**src/rtl/esp_uart_tx_pkg.sv**
```systemverilog
// Shared types and default parameters for the ESP32 UART transmit path.
package esp_uart_tx_pkg;

  localparam int unsigned ESP_FIFO_AW    = 4;
  localparam int unsigned ESP_ACC_W      = 16;
  localparam int unsigned ESP_BAUD_INC   = 4219;
  localparam int unsigned ESP_BREAK_BITS = 12;
  localparam int unsigned TX_WORD_W      = 9;

  typedef enum logic [2:0] {
    ST_IDLE  = 3'd0,
    ST_START = 3'd1,
    ST_DATA  = 3'd2,
    ST_STOP  = 3'd3,
    ST_BREAK = 3'd4
  } tx_state_e;

  // One queued transmit request: brk set means send a line break instead of data.
  typedef struct packed {
    logic       brk;
    logic [7:0] data;
  } tx_word_t;

endpackage

```
**src/rtl/esp_uart_tx_fifo.sv**
```systemverilog
// Synchronous first-word-fall-through FIFO; a push while full is taken only when a pop frees the slot.
module esp_uart_tx_fifo #(
  parameter int unsigned WIDTH = 9,
  parameter int unsigned AW    = 4
) (
  input  logic             clk,
  input  logic             rst_n,
  input  logic             wr,
  input  logic [WIDTH-1:0] wrdata,
  input  logic             rd,
  output logic [WIDTH-1:0] rddata,
  output logic             empty,
  output logic             full
);

  localparam int unsigned DEPTH = 1 << AW;

  logic [WIDTH-1:0] mem_q [DEPTH];
  logic [AW-1:0]    wptr_q, wptr_d;
  logic [AW-1:0]    rptr_q, rptr_d;
  logic [AW:0]      count_q, count_d;
  logic             wr_en_c, rd_en_c;

  assign empty   = (count_q == '0);
  assign full    = (count_q == (AW+1)'(DEPTH));
  assign rd_en_c = rd && !empty;
  assign wr_en_c = wr && (!full || rd_en_c);
  assign rddata  = mem_q[rptr_q];

  always_comb begin
    wptr_d  = wptr_q + AW'(wr_en_c);
    rptr_d  = rptr_q + AW'(rd_en_c);
    count_d = count_q + (AW+1)'(wr_en_c) - (AW+1)'(rd_en_c);
  end

  always_ff @(posedge clk or negedge rst_n) begin
    if (!rst_n) begin
      wptr_q  <= '0;
      rptr_q  <= '0;
      count_q <= '0;
    end else begin
      wptr_q  <= wptr_d;
      rptr_q  <= rptr_d;
      count_q <= count_d;
    end
  end

  // Storage carries no reset; the pointers alone define validity.
  always_ff @(posedge clk) begin
    if (wr_en_c) begin
      mem_q[wptr_q] <= wrdata;
    end
  end

endmodule

```
**src/rtl/esp_uart_tx.sv**
```systemverilog
// ESP32 UART transmitter: buffers 9-bit requests and serialises 8N1 frames or breaks onto uart_txd,
// gated by the ESP's CTS flow control between frames.
module esp_uart_tx
  import esp_uart_tx_pkg::*;
#(
  parameter int unsigned FIFO_AW    = ESP_FIFO_AW,
  parameter int unsigned ACC_W      = ESP_ACC_W,
  parameter int unsigned BAUD_INC   = ESP_BAUD_INC,
  parameter int unsigned BREAK_BITS = ESP_BREAK_BITS
) (
  input  logic                 clk,
  input  logic                 reset_n,
  input  logic [TX_WORD_W-1:0] tx_data,
  input  logic                 tx_wr,
  output logic                 tx_fifo_full,
  input  logic                 uart_cts_n,
  output logic                 uart_txd,
  output logic                 tx_busy
);

  localparam int unsigned CNT_W = $clog2((BREAK_BITS > 8) ? BREAK_BITS : 8);

  tx_state_e        state_q, state_d;
  logic [7:0]       shreg_q, shreg_d;
  logic [CNT_W-1:0] bitcnt_q, bitcnt_d;
  logic [ACC_W-1:0] acc_q, acc_d;
  logic             txd_q, txd_d;
  logic             cts_meta_q, cts_meta_d;
  logic             cts_s_q, cts_s_d;

  tx_word_t         head;
  logic             fifo_empty, fifo_full;
  logic             pop_c;
  logic [ACC_W:0]   acc_sum_c;
  logic             tick_c;

  esp_uart_tx_fifo #(
    .WIDTH (TX_WORD_W),
    .AW    (FIFO_AW)
  ) u_fifo (
    .clk    (clk),
    .rst_n  (reset_n),
    .wr     (tx_wr),
    .wrdata (tx_data),
    .rd     (pop_c),
    .rddata (head),
    .empty  (fifo_empty),
    .full   (fifo_full)
  );

  // Bit tick is the carry out of the fractional baud accumulator.
  assign acc_sum_c = {1'b0, acc_q} + (ACC_W+1)'(BAUD_INC);
  assign tick_c    = acc_sum_c[ACC_W];

  always_comb begin
    state_d    = state_q;
    shreg_d    = shreg_q;
    bitcnt_d   = bitcnt_q;
    txd_d      = txd_q;
    acc_d      = (state_q == ST_IDLE) ? '0 : acc_sum_c[ACC_W-1:0];
    cts_meta_d = uart_cts_n;
    cts_s_d    = cts_meta_q;
    pop_c      = 1'b0;

    unique case (state_q)
      ST_IDLE: begin
        txd_d = 1'b1;
        // CTS only gates the start of a frame, never one already on the wire.
        if (!fifo_empty && !cts_s_q) begin
          pop_c    = 1'b1;
          shreg_d  = head.data;
          bitcnt_d = '0;
          txd_d    = 1'b0;
          state_d  = head.brk ? ST_BREAK : ST_START;
        end
      end
      ST_START: begin
        if (tick_c) begin
          state_d  = ST_DATA;
          bitcnt_d = '0;
          txd_d    = shreg_q[0];
        end
      end
      ST_DATA: begin
        if (tick_c) begin
          if (bitcnt_q == CNT_W'(7)) begin
            state_d = ST_STOP;
            txd_d   = 1'b1;
          end else begin
            shreg_d  = {1'b0, shreg_q[7:1]};
            bitcnt_d = bitcnt_q + CNT_W'(1);
            txd_d    = shreg_q[1];
          end
        end
      end
      ST_STOP: begin
        txd_d = 1'b1;
        if (tick_c) begin
          state_d = ST_IDLE;
        end
      end
      ST_BREAK: begin
        txd_d = 1'b0;
        if (tick_c) begin
          if (bitcnt_q == CNT_W'(BREAK_BITS - 1)) begin
            state_d = ST_STOP;
            txd_d   = 1'b1;
          end else begin
            bitcnt_d = bitcnt_q + CNT_W'(1);
          end
        end
      end
      default: begin
        state_d = ST_IDLE;
        txd_d   = 1'b1;
      end
    endcase
  end

  always_ff @(posedge clk or negedge reset_n) begin
    if (!reset_n) begin
      state_q    <= ST_IDLE;
      shreg_q    <= '0;
      bitcnt_q   <= '0;
      acc_q      <= '0;
      txd_q      <= 1'b1;
      cts_meta_q <= 1'b1;
      cts_s_q    <= 1'b1;
    end else begin
      state_q    <= state_d;
      shreg_q    <= shreg_d;
      bitcnt_q   <= bitcnt_d;
      acc_q      <= acc_d;
      txd_q      <= txd_d;
      cts_meta_q <= cts_meta_d;
      cts_s_q    <= cts_s_d;
    end
  end

  assign uart_txd     = txd_q;
  assign tx_fifo_full = fifo_full;
  assign tx_busy      = !fifo_empty || (state_q != ST_IDLE);

endmodule
```
**config.mk**
```make
export PLATFORM = sky130hd
export DESIGN_NAME = esp_uart_tx
export DESIGN_NICKNAME = d
export VERILOG_FILES = /design/src/rtl/esp_uart_tx_pkg.sv /design/src/rtl/esp_uart_tx_fifo.sv /design/src/rtl/esp_uart_tx.sv
export SDC_FILE = /design/constraint.sdc
export NUM_CORES = 1
export LEC_CHECK = 0
export ABC_AREA = 1
export BUFFER_PORTS_ARGS = -buffer_cell sky130_fd_sc_hd__buf_2
export CORE_MARGIN = 2
export CORE_UTILIZATION = 50
export DETAILED_ROUTE_END_ITERATION = 7
export PLACE_DENSITY = 0.63
export SYNTH_ARGS = -nofsm -noshare
export SYNTH_HDL_FRONTEND = slang
export SYNTH_SLANG_ARGS = --single-unit
```
**constraint.sdc**
```tcl
create_clock -name clk -period 3.4 [get_ports clk]
set_clock_uncertainty 0.2 [all_clocks]
set_input_delay 0.51 -clock clk [delete_from_list [all_inputs] [get_ports clk]]
set_output_delay 0.51 -clock clk [all_outputs]
set_load 0.02 [all_outputs]
```
==> results of run 1 <==
==> routing by layer <==
metal  vias to the layer above  part of all wire [%]
met2                       132                    49
met4                         0                   2.3
met1                      2789                    45
met5                         -                     0
li1                       2924                     -
met3                        37                   4.4
==> flip-flops by register name (all words and copies together), names as in the netlist <==
| signal | flops |
|---|---|
| bitcnt_q | 4 |
| uart_txd | 1 |
| acc_q | 16 |
| u_fifo.rptr_q | 4 |
| cts_s_q | 1 |
| u_fifo.wptr_q | 4 |
| shreg_q | 8 |
| u_fifo.mem_q | 144 |
| state_q | 3 |
| u_fifo.count_q | 5 |
| cts_meta_q | 1 |
==> power groups by stage <==
stage	clock (uW)	sequential, uW	combinational [uW]
final	1910	3220	3190
after global routing	2020	3270	3620
after CTS	1930	3220	3220
after detailed placement	0	3260	3200
after global placement	0	3250	3170
after floorplan	0	3180	2370
==> cells in the final DEF (no fill, tap or decap), drive strengths merged, types with 8 or more instances in the layout <==
| master | netlist | final |
|---|---|---|
| clkbuf | 8 | 18 |
| inv | 127 | 131 |
| clkinv | 2 | 8 |
| nor2 | 79 | 79 |
| nand2 | 233 | 233 |
| nand3 | 115 | 115 |
| ha | 12 | 12 |
| a21oi | 32 | 32 |
| edfxtp | 144 | 144 |
| o21ai | 24 | 24 |
| dfrtp | 44 | 44 |
| buf | 22 | 30 |
==> synth_stat cells, drive strengths merged, types with 7 or more instances <==
cell type	count	area (sq um)
a21oi	32	164
o21ai	24	120
buf	22	115
nand3	115	603
ha	12	150
inv	127	479
dfrtp	44	1100
nand2	233	902
clkbuf	8	30.0
xor2	7	61.3
nor2	79	365
edfxtp	144	4320
==> path summary, 6_finish.rpt <==
path / to / slack [ns] / depth (start not counted)
max in group asynchronous: u_fifo.wptr_q[1] / 2.39 / 2
hold reg to reg: cts_s_q / 0.16 / 0
setup reg to reg: u_fifo.count_q[4] / 0.80 / 13
setup / recovery: u_fifo.count_q[4] / 0.80 / 13
hold / removal: shreg_q[1] / -0.03 / 1
min in group clk: cts_s_q / 0.16 / 0
==> worst register-to-register path: stages (launching register included) <==
cell and delay [ns]:
dfrtp_1 0.38, inv_1 0.08, ha_1 0.18, nand3_1 0.08, nand2_1 0.11, nor2_1 0.08
ha_1 0.28, inv_1 0.04, ha_1 0.22, fa_1 0.41, a21oi_1 0.14, nor2_1 0.05
nor2_1 0.12, xor2_1 0.16
==> layout make-up <==
| class | count | area [sq um] | share of cell area, % |
|---|---|---|---|
| flip-flops and latches | 191 | 5510 | 57.0 |
| multi-input cells | 530 | 2620 | 27.2 |
| inverters | 129 | 487 | 5.04 |
| clock buffers | 18 | 429 | 4.44 |
| well taps | 225 | 282 | 2.92 |
| repair buffers | 31 | 198 | 2.05 |
| clock inverters | 14 | 133 | 1.37 |
==> cells by family (layout without fill, tap and decap cells) <==
| kind of cell | count (synthesis) | count (layout) | share of synthesized area [%] |
|---|---|---|---|
| compound gates | 63 | 63 | 3.87 |
| simple gates | 446 | 446 | 23.0 |
| fa+ha+maj | 13 | 13 | 1.95 |
| flops | 191 | 191 | 63.1 |
| buf+inv | 159 | 192 | 7.24 |
| xor+xnor | 8 | 8 | 0.803 |
==> metrics by stage <==
step | utilization, % | instance area (sq um) | worst slack, ns | hold slack, ns | total power [uW]
after floorplan | - | 8720 | 0.643 | 0.0144 | 5550
after global placement | 52.9 | 9080 | 0.868 | 0.147 | 6420
after detailed placement | 52.9 | 9080 | 0.803 | 0.147 | 6460
after CTS | 56.2 | 9660 | 0.751 | 0.00647 | 8360
after global routing | 56.2 | 9660 | 0.586 | 0.0567 | 8910
final | 56.2 | 9660 | 0.795 | -0.0314 | 8320
==> impl_metrics.toml, run 1 <==
[outcome]
status = "complete, but fails checks"
failed_checks = "hold timing"

[synthesis]
dominantRegCellSynth = "edfxtp_1"
synth-seq-cells = 191
synth_edf_count = 144
async_flop_share_pct = 24.6
yosysWarnings = 0
synth_nets = 906
ys_seq_area_share_pct = 63.1
synth_cell_types = 39
syn_inst = 880
avgSynthCellArea_sq_um = 9.91
netlist_area_sq_mm = 0.00872

[die]
die_h_microns = 136
start_util_pct = 50.8
row_count = 48
core_sq_mm = 0.0172
fp.dieW_microns = 136
die-area_sq_mm = 0.0185
ios = 16

[global_route]
antenna_found_initial = 0
grt_util_met2_pct = 35.5
grt_max_degree = 74
grt_pass1_vias = 5669
overflow = 0
use_met3_pct = 3.69
grt_usage_pct = 22.1
gr-max-usage-layer = "met2"
grt_use_met1_pct = 30.6
grt_pass1_wl_mm = 30.4

[timing]
worst_slew_margin_rel_pct = 43.6
period_minus_slack_ns = 2.60
fmax_mhz = 384
rsz0062_at_grt = "false"
min_period_over_period_pct = 76.6
tightest_slew_ns = 0.846
setup_viol = 0
maxSlewViolCount = 0
worst_hold_slack_ns = -0.0314
fin_tns_setup_ns = 0
finalHoldViolations = 32

[finish]
finalNetCount = 926
diodes = 0
drive_above_1_share_pct = 12.2
nFillCells = 1554
area_growth_pct = 10.7
layoutNonFillerInstCount = 1138

[power_and_ir_drop]
pwr_density_cell_mw_per_mm2 = 862
switchingPower_uw = 3360
max-vdd-ir-drop_uv = 498
pwr-share-clk_pct = 23.0
power_frac_comb_pct = 38.4
power.internal_uw = 4960
leakagePower_uw = 0.00416
pwr-share-seq_pct = 38.7
swShare_pct = 40.4

[hold_path]
hold_class = "primary input to asynchronous set/reset pin"

[run]
drv_cap = 0

[clock_network]
path_clk_slew_ns = 0.07
ctsResizeCount = 0
root_buffer = "clkbuf_16"
cts_max_level = 4
post_cts_buffers = 0
postCtsHoldBufs = 1
cts_buffers = 17
clk_latency_ns = 0.44
max-clock-path-buffers = 2
clock_sinks = 191
cts_tree = "yes"

[detailed_routing]
avgViaCountPerCell = 5.17
drcViolationCount = 0
postRouteAntennaNets = 0
post_drt_wl_per_cell_microns = 16.6
vias = 5882
wl_mm = 18.9
drtIter0Drc = 518
dr.pass1.iters = 5

[setup_path]
crit_buf_inv = 2
cp_slowest_cell = "fa_1"
worstSetupEndpointType = "flip-flop"
worstPathArrival_ns = 2.76
cp.required_ns = 3.56
startpoint = "u_fifo.count_q[2]"
start_kind = "flip-flop"
crit_chain = "inv_1, ha_1, nand3_1, nand2_1, nor2_1, ha_1, inv_1, ha_1, fa_1, a21oi_1, nor2_1, nor2_1, xor2_1"
cpPeakStageDelay_ns = 0.41
cp_max_fo = 3
crit_family = "adder cells"
critPathKind = "flip-flop to flip-flop"
reg2reg_from = "u_fifo.count_q[2]"

[placement]
dp.cells = 1105
place_congestion = 0.887
port-buffer-count = 15
hpwl_mm = 12.0
No activity file was read; power rests on OpenSTA's default activity.
==> inputs of run 2 (changes only) <==
--- a/config.mk
+++ b/config.mk
@@ -5,12 +5,12 @@
 export SDC_FILE = /design/constraint.sdc
 export NUM_CORES = 1
 export LEC_CHECK = 0
-export ABC_AREA = 1
+export ABC_AREA = 0
 export BUFFER_PORTS_ARGS = -buffer_cell sky130_fd_sc_hd__buf_2
 export CORE_MARGIN = 2
 export CORE_UTILIZATION = 50
 export DETAILED_ROUTE_END_ITERATION = 7
-export PLACE_DENSITY = 0.63
+export PLACE_DENSITY = 0.65
 export SYNTH_ARGS = -nofsm -noshare
 export SYNTH_HDL_FRONTEND = slang
 export SYNTH_SLANG_ARGS = --single-unit
==> constraint.sdc (replaced) <==
create_clock -name clk -period 2.27 [get_ports clk]
set_clock_uncertainty 0.2 [all_clocks]
set_input_delay 0.3405 -clock clk [delete_from_list [all_inputs] [get_ports clk]]
set_output_delay 0.3405 -clock clk [all_outputs]
set_load 0.02 [all_outputs]
==> run 2 against run 1 <==
Net effect: sequential power grew 51%; power up 53%; clock-buffer cell count shrank 1; clock power grew 63%; utilization up 6.8 points; via count decreased by 26%; setup slack got worse by 1.2 ns; worst hold slack gained 0.10 ns; the flow finishes with violations (setup timing); maximum frequency is 3.6% lower; routed wire length decreased by 17%; largest cell class unchanged; non-clock buffer count rose by 62.
==> impl_metrics.toml, run 2 <==
[detailed_routing]
post_drt_wl_per_cell_microns = 19.7
dr.pass1.iters = 4
drtIter0Drc = 305
wl_mm = 15.7
postRouteAntennaNets = 0
vias = 4379
wl_met1_mm = 6.70
avgViaCountPerCell = 5.52
top_layer = "met4"
route.met3.wl_microns = 643
wl_met2_mm = 8.16
drcViolationCount = 0

[clock_network]
max-clock-path-buffers = 2
root_buffer = "clkbuf_16"
clk_latency_ns = 0.44
path_clk_slew_ns = 0.08
cts_max_level = 4
cts_tree = "yes"
clock_sinks = 191
cts_buffers = 17

[power_and_ir_drop]
power.internal_uw = 8560
switchingPower_uw = 4200
leakagePower_uw = 0.00359
pwr-share-seq_pct = 38.0
power_frac_comb_pct = 37.6
pwr_density_cell_mw_per_mm2 = 1280
max-vdd-ir-drop_uv = 745
p_total_uw = 12800
swShare_pct = 32.9
pwr-share-clk_pct = 24.4

[finish]
area_growth_pct = 24.2
nFillCells = 1140
final_common_cell = "edfxtp_1"
multi_input_area_sq_mm = 0.00264
layoutNonFillerInstCount = 794
regArea_sq_mm = 0.00551
finalNetCount = 591
final_cell_mix = "edfxtp_1 (144), buf_4 (52), dfrtp_1 (42)"
largest_register = "u_fifo.mem_q"
drive_above_1_share_pct = 38.8
diodes = 0
largest_reg_flops = 144
reg_top3 = "u_fifo.mem_q x144, acc_q x16, shreg_q x8"

[synthesis]
synth-seq-cells = 191
syn_inst = 474
yosysWarnings = 0
synth_cell_types = 56
synthTopCellsByArea = "edfxtp_1 (54%), dfrtp_1 (14%), mux4_2 (10%)"
synth_top_area_share_pct = 54.0
netlist_area_sq_mm = 0.00800
avgSynthCellArea_sq_um = 16.9
synth_most_common_cell = "edfxtp_1"
synth_edf_count = 144
synth_top_cell_by_area = "edfxtp_1"
async_flop_share_pct = 24.6
dominantRegCellSynth = "edfxtp_1"
ys_seq_area_share_pct = 68.8
synth_commonest_cells = "edfxtp_1 (144), dfrtp_1 (44), mux4_2 (37)"
synth_nets = 500

[setup_path]
r2r_slack_ns = -0.43
worstSetupEndpointType = "flip-flop"
critPathKind = "flip-flop to flip-flop"
worstPathArrival_ns = 2.87
cp.required_ns = 2.43
start_kind = "flip-flop"
cp_max_fo = 3

[global_route]
overflow = 0
antenna_found_initial = 0
grt_pass1_vias = 4449
grt_max_degree = 30
grt_usage_pct = 19.7
grt_pass1_wl_mm = 24.3

[timing]
worst_slew_margin_rel_pct = 54.3
finalHoldViolations = 0
maxSlewViolCount = 0
worst_slack_ns = -0.433
min_period_over_period_pct = 119
setup_viol = 52
period_minus_slack_ns = 2.70
tightest_slew_ns = 0.686
fmax_mhz = 370
rsz0062_at_grt = "true"

[die]
die_h_microns = 131
row_count = 46
fp.dieW_microns = 131
start_util_pct = 50.8
ios = 16
core_sq_mm = 0.0158
die-area_sq_mm = 0.0170

[outcome]
status = "complete, but fails checks"
failed_checks = "setup timing"

[placement]
dp.cells = 743
preCtsSetupSlack_ns = -0.499
place_congestion = 0.789
port-buffer-count = 15
hpwl_mm = 10.1

[hold_path]
hold_class = "primary input to flip-flop"

[run]
drv_cap = 0
==> run 2: power by group through the flow <==
stage	logic, uW	registers [uW]	clock network (uW)
global placement	4330	4870	0
CTS	4610	4840	3150
finish	4790	4850	3110
floorplan	3180	4720	0
global route	5230	4910	3320
detailed placement	4460	4900	0
==> run 2: cell families after synthesis <==
family | share of synthesized area (%)
AOI/OAI and AO/OA | 4.78
xor gates and xnor gates | 2.08
adders and majority gates | 2.13
buffers and inverters | 1.75
DFF | 68.8
muxes | 13.9
and+or+nand+nor | 6.57
==> run 2: worst max-delay path, stage by stage, from the launching register on <==
cell and delay, ns:
dfrtp_1 0.39, inv_2 0.08, ha_4 0.13, or4b_4 0.48
nand2_4 0.10, inv_4 0.04, ha_4 0.25, inv_2 0.03
ha_4 0.15, fa_2 0.34, a21oi_2 0.13, nor2_1 0.06
nor2_1 0.11, xnor2_1 0.13
==> run 2: through the flow <==
step / setup TNS (ns) / hold WS [ns] / utilization, % / instance area, sq um
floorplan: -2.99 / -0.155 / - / 8160
global placement: -1.67 / 0.148 / 56.9 / 8970
detailed placement: -3.69 / 0.149 / 56.9 / 8970
CTS: -5.55 / 0.0614 / 62.0 / 9780
global route: -8.99 / 0.0709 / 63.0 / 9940
finish: -3.64 / 0.0719 / 63.0 / 9940
==> run 2: timing repair <==
item | in CTS | in global routing
buffers inserted | 8 | 15
gates cloned | 2 | 1
hold buffers | 2 | 0
gates resized for setup | 17 | 40
hold endpoints to repair | 26 | 0
setup endpoints to repair | 90 | 159
pin swaps | 8 | 16
==> run 2: worst paths after layout <==
check	from	end	depth (start not counted)
max	u_fifo.count_q[2]	u_fifo.count_q[4]	13
max in group asynchronous	reset_n	state_q[2]	3
max reg2reg	u_fifo.count_q[2]	u_fifo.count_q[4]	13
min	tx_data[6]	u_fifo.mem_q[2][6]	1
min reg2reg	cts_meta_q	cts_s_q	0
min in group asynchronous	reset_n	u_fifo.count_q[4]	2
==> run 2: metal layers <==
layer / global-route usage [%] / up-vias
met5: 0 / -
met4: 6.20 / 0
met3: 5.33 / 17
met2: 32.9 / 73
met1: 25.6 / 2261
li1: - / 2028
==> run 2: area by class of cell <==
cell class | instances | area share, %
multi-input combinational | 247 | 26.6
tap | 216 | 2.72
clock buffer | 17 | 4.28
inverter | 15 | 0.617
clock inverter | 15 | 1.96
timing repair buffer | 93 | 8.42
sequential | 191 | 55.4
==> inputs of run 3 (changes only) <==
--- a/config.mk
+++ b/config.mk
@@ -5,7 +5,7 @@
 export SDC_FILE = /design/constraint.sdc
 export NUM_CORES = 1
 export LEC_CHECK = 0
-export ABC_AREA = 0
+export ABC_AREA = 1
 export BUFFER_PORTS_ARGS = -buffer_cell sky130_fd_sc_hd__buf_2
 export CORE_MARGIN = 2
 export CORE_UTILIZATION = 50
==> run 3 against run 2 <==
Net effect: the run still ends with setup timing left; maximum frequency grew 14%; global-route usage grew 2.3 points; power up 1.8%; critical path depth shrank 4; cell area up 2.2%; sequential share of layout area is 1.2 points lower; setup slack better by 0.33 ns; critical path type unchanged.
==> impl_metrics.toml, run 3 (same netlist as run 1, synthesis figures left out) <==
[global_route]
grt_usage_pct = 22.0
grt_pass1_wl_mm = 30.1
overflow = 0
antenna_found_initial = 0
grt_max_degree = 38
grt_pass1_vias = 5630

[die]
die_h_microns = 136
core_sq_mm = 0.0172
ios = 16
start_util_pct = 50.8
row_count = 48
die-area_sq_mm = 0.0185
fp.dieW_microns = 136

[clock_network]
root_buffer = "clkbuf_16"
cts_tree = "yes"
max-clock-path-buffers = 2
clock_sinks = 191
clk_latency_ns = 0.43
cts_buffers = 17
path_clk_slew_ns = 0.07
cts_max_level = 4

[run]
drv_cap = 0

[timing]
setup_viol = 10
rsz0062_at_grt = "true"
finalHoldViolations = 0
tightest_slew_ns = 0.541
fmax_mhz = 422
worst_slack_ns = -0.102
period_minus_slack_ns = 2.37
worst_slew_margin_rel_pct = 64.0
min_period_over_period_pct = 105
maxSlewViolCount = 0

[hold_path]
hold_class = "primary input to flip-flop"
hp-start = "tx_wr"

[setup_path]
reg2reg_from = "state_q[1]"
cp_max_fo = 16
critPathKind = "flip-flop to flip-flop"
start_kind = "flip-flop"
cp.required_ns = 2.22
r2r_slack_ns = -0.10
worstSetupEndpointType = "flip-flop"
startpoint = "state_q[1]"
worstPathArrival_ns = 2.32

[detailed_routing]
dr.pass1.iters = 6
avgViaCountPerCell = 5.17
drcViolationCount = 0
vias = 6096
postRouteAntennaNets = 0
post_drt_wl_per_cell_microns = 16.5
wl_mm = 19.5
drtIter0Drc = 715

[finish]
largest_reg_flops = 144
layoutNonFillerInstCount = 1180
finalNetCount = 969
area_growth_pct = 16.5
drive_above_1_share_pct = 17.1
final_cell_mix = "nand2_1 (226), edfxtp_1 (144), inv_1 (116)"
final_util_pct = 59.1
diodes = 0
nFillCells = 1488
final_common_cell = "nand2_1"
reg_top3 = "u_fifo.mem_q x144, acc_q x16, shreg_q x8"
largest_register = "u_fifo.mem_q"

[outcome]
status = "complete, but fails checks"
failed_checks = "setup timing"

[placement]
hpwl_mm = 12.4
dp.cells = 1137
preCtsSetupSlack_ns = -0.257
place_congestion = 0.802
port-buffer-count = 15

[power_and_ir_drop]
max-vdd-ir-drop_uv = 709
pwr_density_cell_mw_per_mm2 = 1280
leakagePower_uw = 0.00440
-- run 3: cell types whose count changed in the layout (fill, tap and decap cells not counted), moves of 10 or more --
cell and change:
a21oi_1 +24, buf_6 -10, inv_1 +106, mux2i_1 -16, mux4_2 -37, nand2_1 +207
nand3_1 +102, nor2_1 +34, nor2_2 +15
-- run 3: metal layers --
| metal | track usage, % | vias up | share of wire [%] |
|---|---|---|---|
| met5 | 0 | - | 0 |
| met4 | 6.71 | 0 | 1.7 |
| met3 | 4.33 | 23 | 5.8 |
| met2 | 35.3 | 168 | 48 |
| met1 | 30.5 | 2894 | 45 |
| li1 | - | 3011 | - |
-- run 3: report_power, final --
part	total [uW]	switching [uW]	internal, uW
clock	2640	1250	1390
sequential	4820	409	4410
combinational	5510	3520	1990
-- run 3: critical path, stage by stage (launching register included) --
cell	delay [ns]
dfrtp_1	0.39
nor3_2	0.23
inv_2	0.08
buf_4	0.17
o21ai_1	0.16
nand2_2	0.09
buf_4	0.24
nor4_4	0.24
buf_4	0.17
buf_6	0.11
-- run 3: path summary, 6_finish.rpt --
check,to,cells after the start
min reg2reg,cts_s_q,0
max in group asynchronous,cts_meta_q,3
max,u_fifo.mem_q[14][5],9
min,u_fifo.count_q[0],4
min in group asynchronous,u_fifo.wptr_q[1],2
max reg2reg,u_fifo.mem_q[14][5],9
-- run 3: what timing repair did --
item,4_1_cts,5_1_grt
pin swaps,4,4
hold buffers,2,0
endpoints found under the setup margin,20,50
endpoints found under the hold margin,21,0
resized for setup,11,23
gates cloned,0,4
buffers inserted,1,6
-- run 3: cell type report --
cell class / instances / area, sq um / share of cell area, %
well taps: 225 / 282 / 2.77
repair buffers: 74 / 647 / 6.37
flip-flops and latches: 191 / 5510 / 54.2
multi-input cells: 530 / 2730 / 26.9
clock inverters: 10 / 63.8 / 0.628
inverters: 129 / 487 / 4.79
clock buffers: 21 / 440 / 4.34
-- run 3: through the flow --
step	area (sq um)	setup TNS, ns	power, uW	hold WS [ns]
after floorplan	8730	-19.42	8320	-0.155
after global placement	9450	-0.260	10000	0.155
after detailed placement	9450	-0.403	10100	0.154
after CTS	10000	-0.184	12800	0.0986
after global routing	10200	-3.80	13900	0.0995
final	10200	-0.648	13000	0.108
